File: src/rtl/mipi_tx_pkg.sv
// Shared definitions for the MIPI CSI-2 transmit packet generator.
// Contents: FSM state enum, CRC constants, data-type codes, and the header ECC
// and byte-wise CRC-16 helper functions.
package mipi_tx_pkg;

    typedef enum logic [2:0] {
        StIdle,
        StReq,
        StHdr,
        StPay,
        StCrc,
        StEnd,
        StGap
    } state_e;

    localparam logic [15:0] CRC_INIT      = 16'hFFFF;
    localparam logic [15:0] CRC_POLY_REFL = 16'h8408;

    localparam logic [5:0] DT_FS    = 6'h00;
    localparam logic [5:0] DT_FE    = 6'h01;
    localparam logic [5:0] DT_RAW8  = 6'h2A;
    localparam logic [5:0] DT_RAW10 = 6'h2B;

    // CSI-2 header ECC over {wc[15:0], di[7:0]}. Each mask selects the data
    // bits that feed one parity bit. Bits [7:6] of the result are always 0.
    function automatic logic [7:0] csi_ecc(input logic [23:0] d);
        logic [5:0] p;
        p[0] = ^(d & 24'hF12CB7);
        p[1] = ^(d & 24'hF2555B);
        p[2] = ^(d & 24'h749A6D);
        p[3] = ^(d & 24'hB8E38E);
        p[4] = ^(d & 24'hDF03F0);
        p[5] = ^(d & 24'hEFFC00);
        return {2'b00, p};
    endfunction

    // Reflected CRC-16/CCITT, one byte, LSB first.
    function automatic logic [15:0] crc16_byte(input logic [15:0] crc, input logic [7:0] b);
        logic [15:0] c;
        c = crc;
        for (int i = 0; i < 8; i++) begin
            if (c[0] ^ b[i]) begin
                c = (c >> 1) ^ CRC_POLY_REFL;
            end else begin
                c = c >> 1;
            end
        end
        return c;
    endfunction

endpackage

File: src/rtl/mipi_tx_crc16.sv
// Byte-wide CRC-16 register for the CSI-2 packet footer.
// Ports: clk/rst (sync, active-high), init loads CRC_INIT, en folds data into
// the running CRC, crc is the current register value.
module mipi_tx_crc16
    import mipi_tx_pkg::*;
(
    input  logic        clk,
    input  logic        rst,
    input  logic        init,
    input  logic        en,
    input  logic [7:0]  data,
    output logic [15:0] crc
);

    logic [15:0] crc_q, crc_d;

    always_comb begin
        crc_d = crc_q;
        if (init) begin
            crc_d = CRC_INIT;
        end else if (en) begin
            crc_d = crc16_byte(crc_q, data);
        end
    end

    always_ff @(posedge clk) begin
        if (rst) begin
            crc_q <= CRC_INIT;
        end else begin
            crc_q <= crc_d;
        end
    end

    assign crc = crc_q;

endmodule

File: src/rtl/mipi_tx_pkt_gen.sv
// CSI-2 packet generator driving a single byte lane of the D-PHY TX HS
// interface in the byte-clock domain.
// Ports: pkt_start/pkt_di/pkt_wc request a packet (pkt_busy while in flight);
// pay_data/pay_valid/pay_ready supply the payload; hs_req/hs_ready/hs_data are
// the PHY HS handshake; underrun_err is sticky; pkt_done pulses after the last
// byte is accepted.
//
// hs_data_q always holds the byte currently offered to the PHY. The state says
// which byte is loaded next when the PHY accepts the current one, so payload
// is consumed on the same edge that the previous byte is accepted.
module mipi_tx_pkt_gen
    import mipi_tx_pkg::*;
#(
    parameter logic [5:0]  SHORT_DT_MAX = 6'h0F,
    parameter int unsigned PKT_GAP      = 4
) (
    input  logic        clk,
    input  logic        rst,
    input  logic        pkt_start,
    input  logic [7:0]  pkt_di,
    input  logic [15:0] pkt_wc,
    output logic        pkt_busy,
    input  logic [7:0]  pay_data,
    input  logic        pay_valid,
    output logic        pay_ready,
    output logic        hs_req,
    input  logic        hs_ready,
    output logic [7:0]  hs_data,
    output logic        underrun_err,
    output logic        pkt_done
);

    localparam int unsigned GapW = (PKT_GAP > 1) ? $clog2(PKT_GAP) : 1;

    state_e            state_q, state_d;
    logic [7:0]        di_q, di_d;
    logic [15:0]       wc_q, wc_d;
    logic [7:0]        ecc_q, ecc_d;
    logic              short_q, short_d;
    logic [1:0]        idx_q, idx_d;
    logic [15:0]       cnt_q, cnt_d;
    logic [GapW-1:0]   gap_q, gap_d;
    logic              busy_q, busy_d;
    logic              hs_req_q, hs_req_d;
    logic [7:0]        hs_data_q, hs_data_d;
    logic              underrun_q, underrun_d;
    logic              done_q, done_d;

    logic              crc_init;
    logic              crc_en;
    logic [7:0]        crc_byte;
    logic [15:0]       crc_val;

    mipi_tx_crc16 u_crc (
        .clk  (clk),
        .rst  (rst),
        .init (crc_init),
        .en   (crc_en),
        .data (crc_byte),
        .crc  (crc_val)
    );

    // Underrun slots are transmitted and checksummed as zero.
    assign crc_byte = pay_valid ? pay_data : 8'h00;

    always_comb begin
        state_d    = state_q;
        di_d       = di_q;
        wc_d       = wc_q;
        ecc_d      = ecc_q;
        short_d    = short_q;
        idx_d      = idx_q;
        cnt_d      = cnt_q;
        gap_d      = gap_q;
        busy_d     = busy_q;
        hs_req_d   = hs_req_q;
        hs_data_d  = hs_data_q;
        underrun_d = underrun_q;
        done_d     = 1'b0;
        crc_init   = 1'b0;
        crc_en     = 1'b0;
        pay_ready  = 1'b0;

        unique case (state_q)
            StIdle: begin
                if (pkt_start) begin
                    state_d   = StReq;
                    di_d      = pkt_di;
                    wc_d      = pkt_wc;
                    ecc_d     = csi_ecc({pkt_wc, pkt_di});
                    short_d   = (pkt_di[5:0] <= SHORT_DT_MAX);
                    busy_d    = 1'b1;
                    hs_req_d  = 1'b1;
                    hs_data_d = pkt_di;
                    crc_init  = 1'b1;
                end
            end
            StReq: begin
                if (hs_ready) begin
                    hs_data_d = wc_q[7:0];
                    idx_d     = 2'd2;
                    state_d   = StHdr;
                end
            end
            StHdr: begin
                if (hs_ready) begin
                    if (idx_q == 2'd2) begin
                        hs_data_d = wc_q[15:8];
                        idx_d     = 2'd3;
                    end else begin
                        hs_data_d = ecc_q;
                        if (short_q) begin
                            state_d = StEnd;
                        end else if (wc_q == 16'h0000) begin
                            state_d = StCrc;
                            idx_d   = 2'd0;
                        end else begin
                            state_d = StPay;
                            cnt_d   = wc_q;
                        end
                    end
                end
            end
            StPay: begin
                // The PHY cannot pause HS, so a missing byte becomes a zero.
                pay_ready = hs_ready;
                if (hs_ready) begin
                    crc_en    = 1'b1;
                    hs_data_d = crc_byte;
                    if (!pay_valid) begin
                        underrun_d = 1'b1;
                    end
                    cnt_d = cnt_q - 16'd1;
                    if (cnt_q == 16'd1) begin
                        state_d = StCrc;
                        idx_d   = 2'd0;
                    end
                end
            end
            StCrc: begin
                if (hs_ready) begin
                    if (idx_q == 2'd0) begin
                        hs_data_d = crc_val[7:0];
                        idx_d     = 2'd1;
                    end else begin
                        hs_data_d = crc_val[15:8];
                        state_d   = StEnd;
                    end
                end
            end
            StEnd: begin
                // Final byte is on the bus; finish once the PHY takes it.
                if (hs_ready) begin
                    done_d   = 1'b1;
                    hs_req_d = 1'b0;
                    gap_d    = '0;
                    state_d  = StGap;
                end
            end
            StGap: begin
                // Gap timing is free-running; hs_ready is meaningless with hs_req low.
                if (gap_q == GapW'(PKT_GAP - 1)) begin
                    state_d = StIdle;
                    busy_d  = 1'b0;
                end else begin
                    gap_d = gap_q + GapW'(1);
                end
            end
            default: begin
                state_d = StIdle;
            end
        endcase
    end

    always_ff @(posedge clk) begin
        if (rst) begin
            state_q    <= StIdle;
            di_q       <= 8'h00;
            wc_q       <= 16'h0000;
            ecc_q      <= 8'h00;
            short_q    <= 1'b0;
            idx_q      <= 2'd0;
            cnt_q      <= 16'h0000;
            gap_q      <= '0;
            busy_q     <= 1'b0;
            hs_req_q   <= 1'b0;
            hs_data_q  <= 8'h00;
            underrun_q <= 1'b0;
            done_q     <= 1'b0;
        end else begin
            state_q    <= state_d;
            di_q       <= di_d;
            wc_q       <= wc_d;
            ecc_q      <= ecc_d;
            short_q    <= short_d;
            idx_q      <= idx_d;
            cnt_q      <= cnt_d;
            gap_q      <= gap_d;
            busy_q     <= busy_d;
            hs_req_q   <= hs_req_d;
            hs_data_q  <= hs_data_d;
            underrun_q <= underrun_d;
            done_q     <= done_d;
        end
    end

    assign pkt_busy     = busy_q;
    assign hs_req       = hs_req_q;
    assign hs_data      = hs_data_q;
    assign underrun_err = underrun_q;
    assign pkt_done     = done_q;

endmodule

File: config.mk
export PLATFORM = sky130hd
export DESIGN_NAME = mipi_tx_pkt_gen
export DESIGN_NICKNAME = d
export VERILOG_FILES = /design/src/rtl/mipi_tx_pkg.sv /design/src/rtl/mipi_tx_crc16.sv /design/src/rtl/mipi_tx_pkt_gen.sv
export SDC_FILE = /design/constraint.sdc
export NUM_CORES = 1
export LEC_CHECK = 0
export ABC_AREA = 1
export CAP_MARGIN = 20
export CORE_UTILIZATION = 60
export DETAILED_ROUTE_END_ITERATION = 8
export PLACE_DENSITY = 0.92
export SETUP_SLACK_MARGIN = 0.4
export SYNTH_ARGS = -nofsm -noshare
export SYNTH_HDL_FRONTEND = slang
export SYNTH_SLANG_ARGS = --single-unit
export TNS_END_PERCENT = 10
File: constraint.sdc
create_clock -name clk -period 5 [get_ports clk]
set_clock_uncertainty 0.1 [all_clocks]
set_input_delay 1 -clock clk [delete_from_list [all_inputs] [get_ports clk]]
set_output_delay 1 -clock clk [all_outputs]
set_load 0.02 [all_outputs]
==> impl_metrics.yaml <==
run_status:
  status: "finished clean"
synth:
  postSynthAreaPerCell_um2: 6.05
  syn-num-nets: 894
  synth-simple-area-share_pct: 36.0
  synthFlopType: "dfxtp_1"
  syn_inst: 853
  synth_area_um2: 5160
  ys_ff_latch: 74
  synth_adder_area_share_pct: 0.969
  synth-async-reset-ratio_pct: 0
  synth_edf_count: 0
  synth_compound_area_share_pct: 16.8
  synth_top_family_by_area: "simple AND/OR/NAND/NOR gates"
  muxShareOfSynthArea_pct: 0
  yosysSeqAreaShare_pct: 28.7
  synth_xor_area_share_pct: 7.46
  synth_cell_type_count: 35
  synth_warnings: 0
detailed_routing:
  vias: 5418
  drcViolationCount: 0
  drtAntennaViolNets: 0
  avgRoutedWirePerCell_um: 13.0
  dr.first_iter.drc_count: 327
  via_per_inst: 5.43
  drtPass1Iterations: 5
  wl_um: 13000
power:
  p_leak_uw: 0.00283
  vdd_drop_max_mv: 0.312
  seq_power_share_pct: 30.4
  p_sw_uw: 1310
  swShare_pct: 46.5
  combPwrFrac_pct: 52.3
  p_int_uw: 1510
  power_uw: 2820
  power_frac_clock_pct: 17.3
  p_per_area_nw_per_um2: 480
worst_setup_path:
  cp_max_fo: 6
  r2r_start: "state_q[0]"
  worstPathArrival_ps: 2520
  end_kind: "output port"
  crit_start: "hs_ready"
  crit_required_ps: 3900
  worstSetupPathType: "input port to output port"
  startpoint_type: "input port"
global_route:
  antenna_found_initial: 0
  grt-busiest-layer: "met2"
  grt_pass1_wl_um: 21400
  grt.total_usage_pct: 30.2
  globalRoute.totalOverflow: 0
  grt_max_degree: 33
  grt_pass1_vias: 4862
  global_route.usage.met2_pct: 51.3
  use_met3_pct: 6.36
  grt_use_met1_pct: 38.1
flow_run:
  drv_cap: 0
clock_network:
  cts.clk_slew.worst_paths_ps: 80
  htreeDepth: 3
  clk_path_buf_depth: 2
  cts_made_buffers: 9
  postCtsHoldBufs: 0
  clock_sinks: 74
  clk_latency_ps: 350
  cts_setup_buffers: 0
  cts_resized: 0
  cts_root_buf: "clkbuf_8"
  cts_tree: "built"
finish:
  nNetsFinal: 929
  n_antenna_cell: 0
  utilization_pct: 71.2
  final_common_cell: "nand2_1"
  drive_above_1_share_pct: 5.15
  syn2layout_area_growth_pct: 13.8
  final_cell_mix: "275 x nand2_1, 96 x inv_1, 83 x a21oi_1"
timing:
  drv_slew: 0
  fin_crit_ps: 3620
  grt_setup_unrepaired: "false"
  slew_headroom_pct: 27.9
  fmax_ghz: 0.276
  fin_crit_sh_pct: 72.4
  hold_ws_ps: 373
  setup_viol: 0
  tns_ps: 0
  hold_viol_final: 0
  tightest_slew_ps: 1080
floorplanning:
  die-area_um2: 8980
  rows: 33
  coreArea_um2: 8260
  io_pins: 50
  start_util_pct: 62.5
  die_h_um: 94.8
  die_width_um: 94.8
min_path:
  min_from: "hs_data[7]"
  hp-class: "flip-flop to flip-flop"
placed_design:
  io_buffers: 49
  dp_hpwl_um: 9580
  place_congestion: 0.889
## final timing paths
| path | end | slack (ps) | depth (start not counted) |
|---|---|---|---|
| worst min register to register | hs_data[7] | 370 | 2 |
| worst max register to register | idx_q[0] | 2280 | 7 |
| worst min-delay path | hs_data[7] | 370 | 2 |
| worst max-delay path | pay_ready | 1380 | 4 |
## critical path: stages
cell and delay, ps:
clkdlybuf4s50_1 600, inv_1 130, nor2_4 150, clkdlybuf4s50_1 640
## cells in the mapped netlist (2+ instances only)
library cell / number / area share [%]
a21oi_1: 83 / 8.0
buf_2: 12 / 1.2
buf_4: 3 / 0.44
clkbuf_1: 13 / 0.95
dfxtp_1: 74 / 29
ha_1: 4 / 0.97
inv_1: 96 / 7.0
inv_2: 4 / 0.29
nand2_1: 275 / 20
nand2_2: 4 / 0.48
nand2_4: 3 / 0.65
nand3_1: 56 / 5.4
nand3_2: 2 / 0.39
nand3b_1: 3 / 0.44
nand4_1: 6 / 0.73
nor2_1: 79 / 5.7
nor2_2: 5 / 0.61
nor2_4: 2 / 0.44
o211ai_1: 15 / 2.2
o21ai_0: 54 / 5.2
o21bai_1: 2 / 0.29
or2_2: 3 / 0.36
xnor2_1: 17 / 2.9
xor2_1: 27 / 4.6
## power groups by stage
stage               Combinational, µW  Sequential (µW)  Clock [µW]
detailed placement               1440              866           0
global route                     1660              873         509
CTS                              1460              854         486
global placement                 1410              864           0
floorplan                        1090              865           0
finish                           1480              858         487
## per-layer routing
metal	vias up	wire, µm
li1	2786	-
met3	33	903
met1	2404	5690
met2	195	6020
met5	-	0
met4	0	339
## kinds of logic after synthesis
kind of cell               after synthesis
DFF                                     74
adders and majority gates                4
xor gates and xnor gates                44
AOI/OAI and AO/OA                      159
and+or+nand+nor                        442
buffers and inverters                  130
## state kept, by name, summed over array words and instances (netlist names)
register / cells
wc_q: 16
hs_req: 1
underrun_err: 1
state_q: 3
idx_q: 2
cnt_q: 16
short_q: 1
hs_data: 8
gap_q: 2
pkt_busy: 1
ecc_q: 6
pkt_done: 1
u_crc.crc: 16
## final cells by class
type	instances	area, µm²
repair buffers	53	520
flip-flops and latches	74	1480
clock buffers	11	151
inverters	101	379
multi-input cells	649	3160
clock inverters	5	52.6
fillers	723	2380
well taps	105	131
## metrics by stage
stage	instances	area (µm²)	setup slack (ps)
2_1_floorplan	853	5160	2450
3_3_place_gp	982	5670	1410
3_5_place_dp	982	5670	1390
4_1_cts	998	5880	1380
5_1_grt	998	5880	1310
6_report	998	5880	1380
Note: power is estimated with default switching activity, not from simulation.
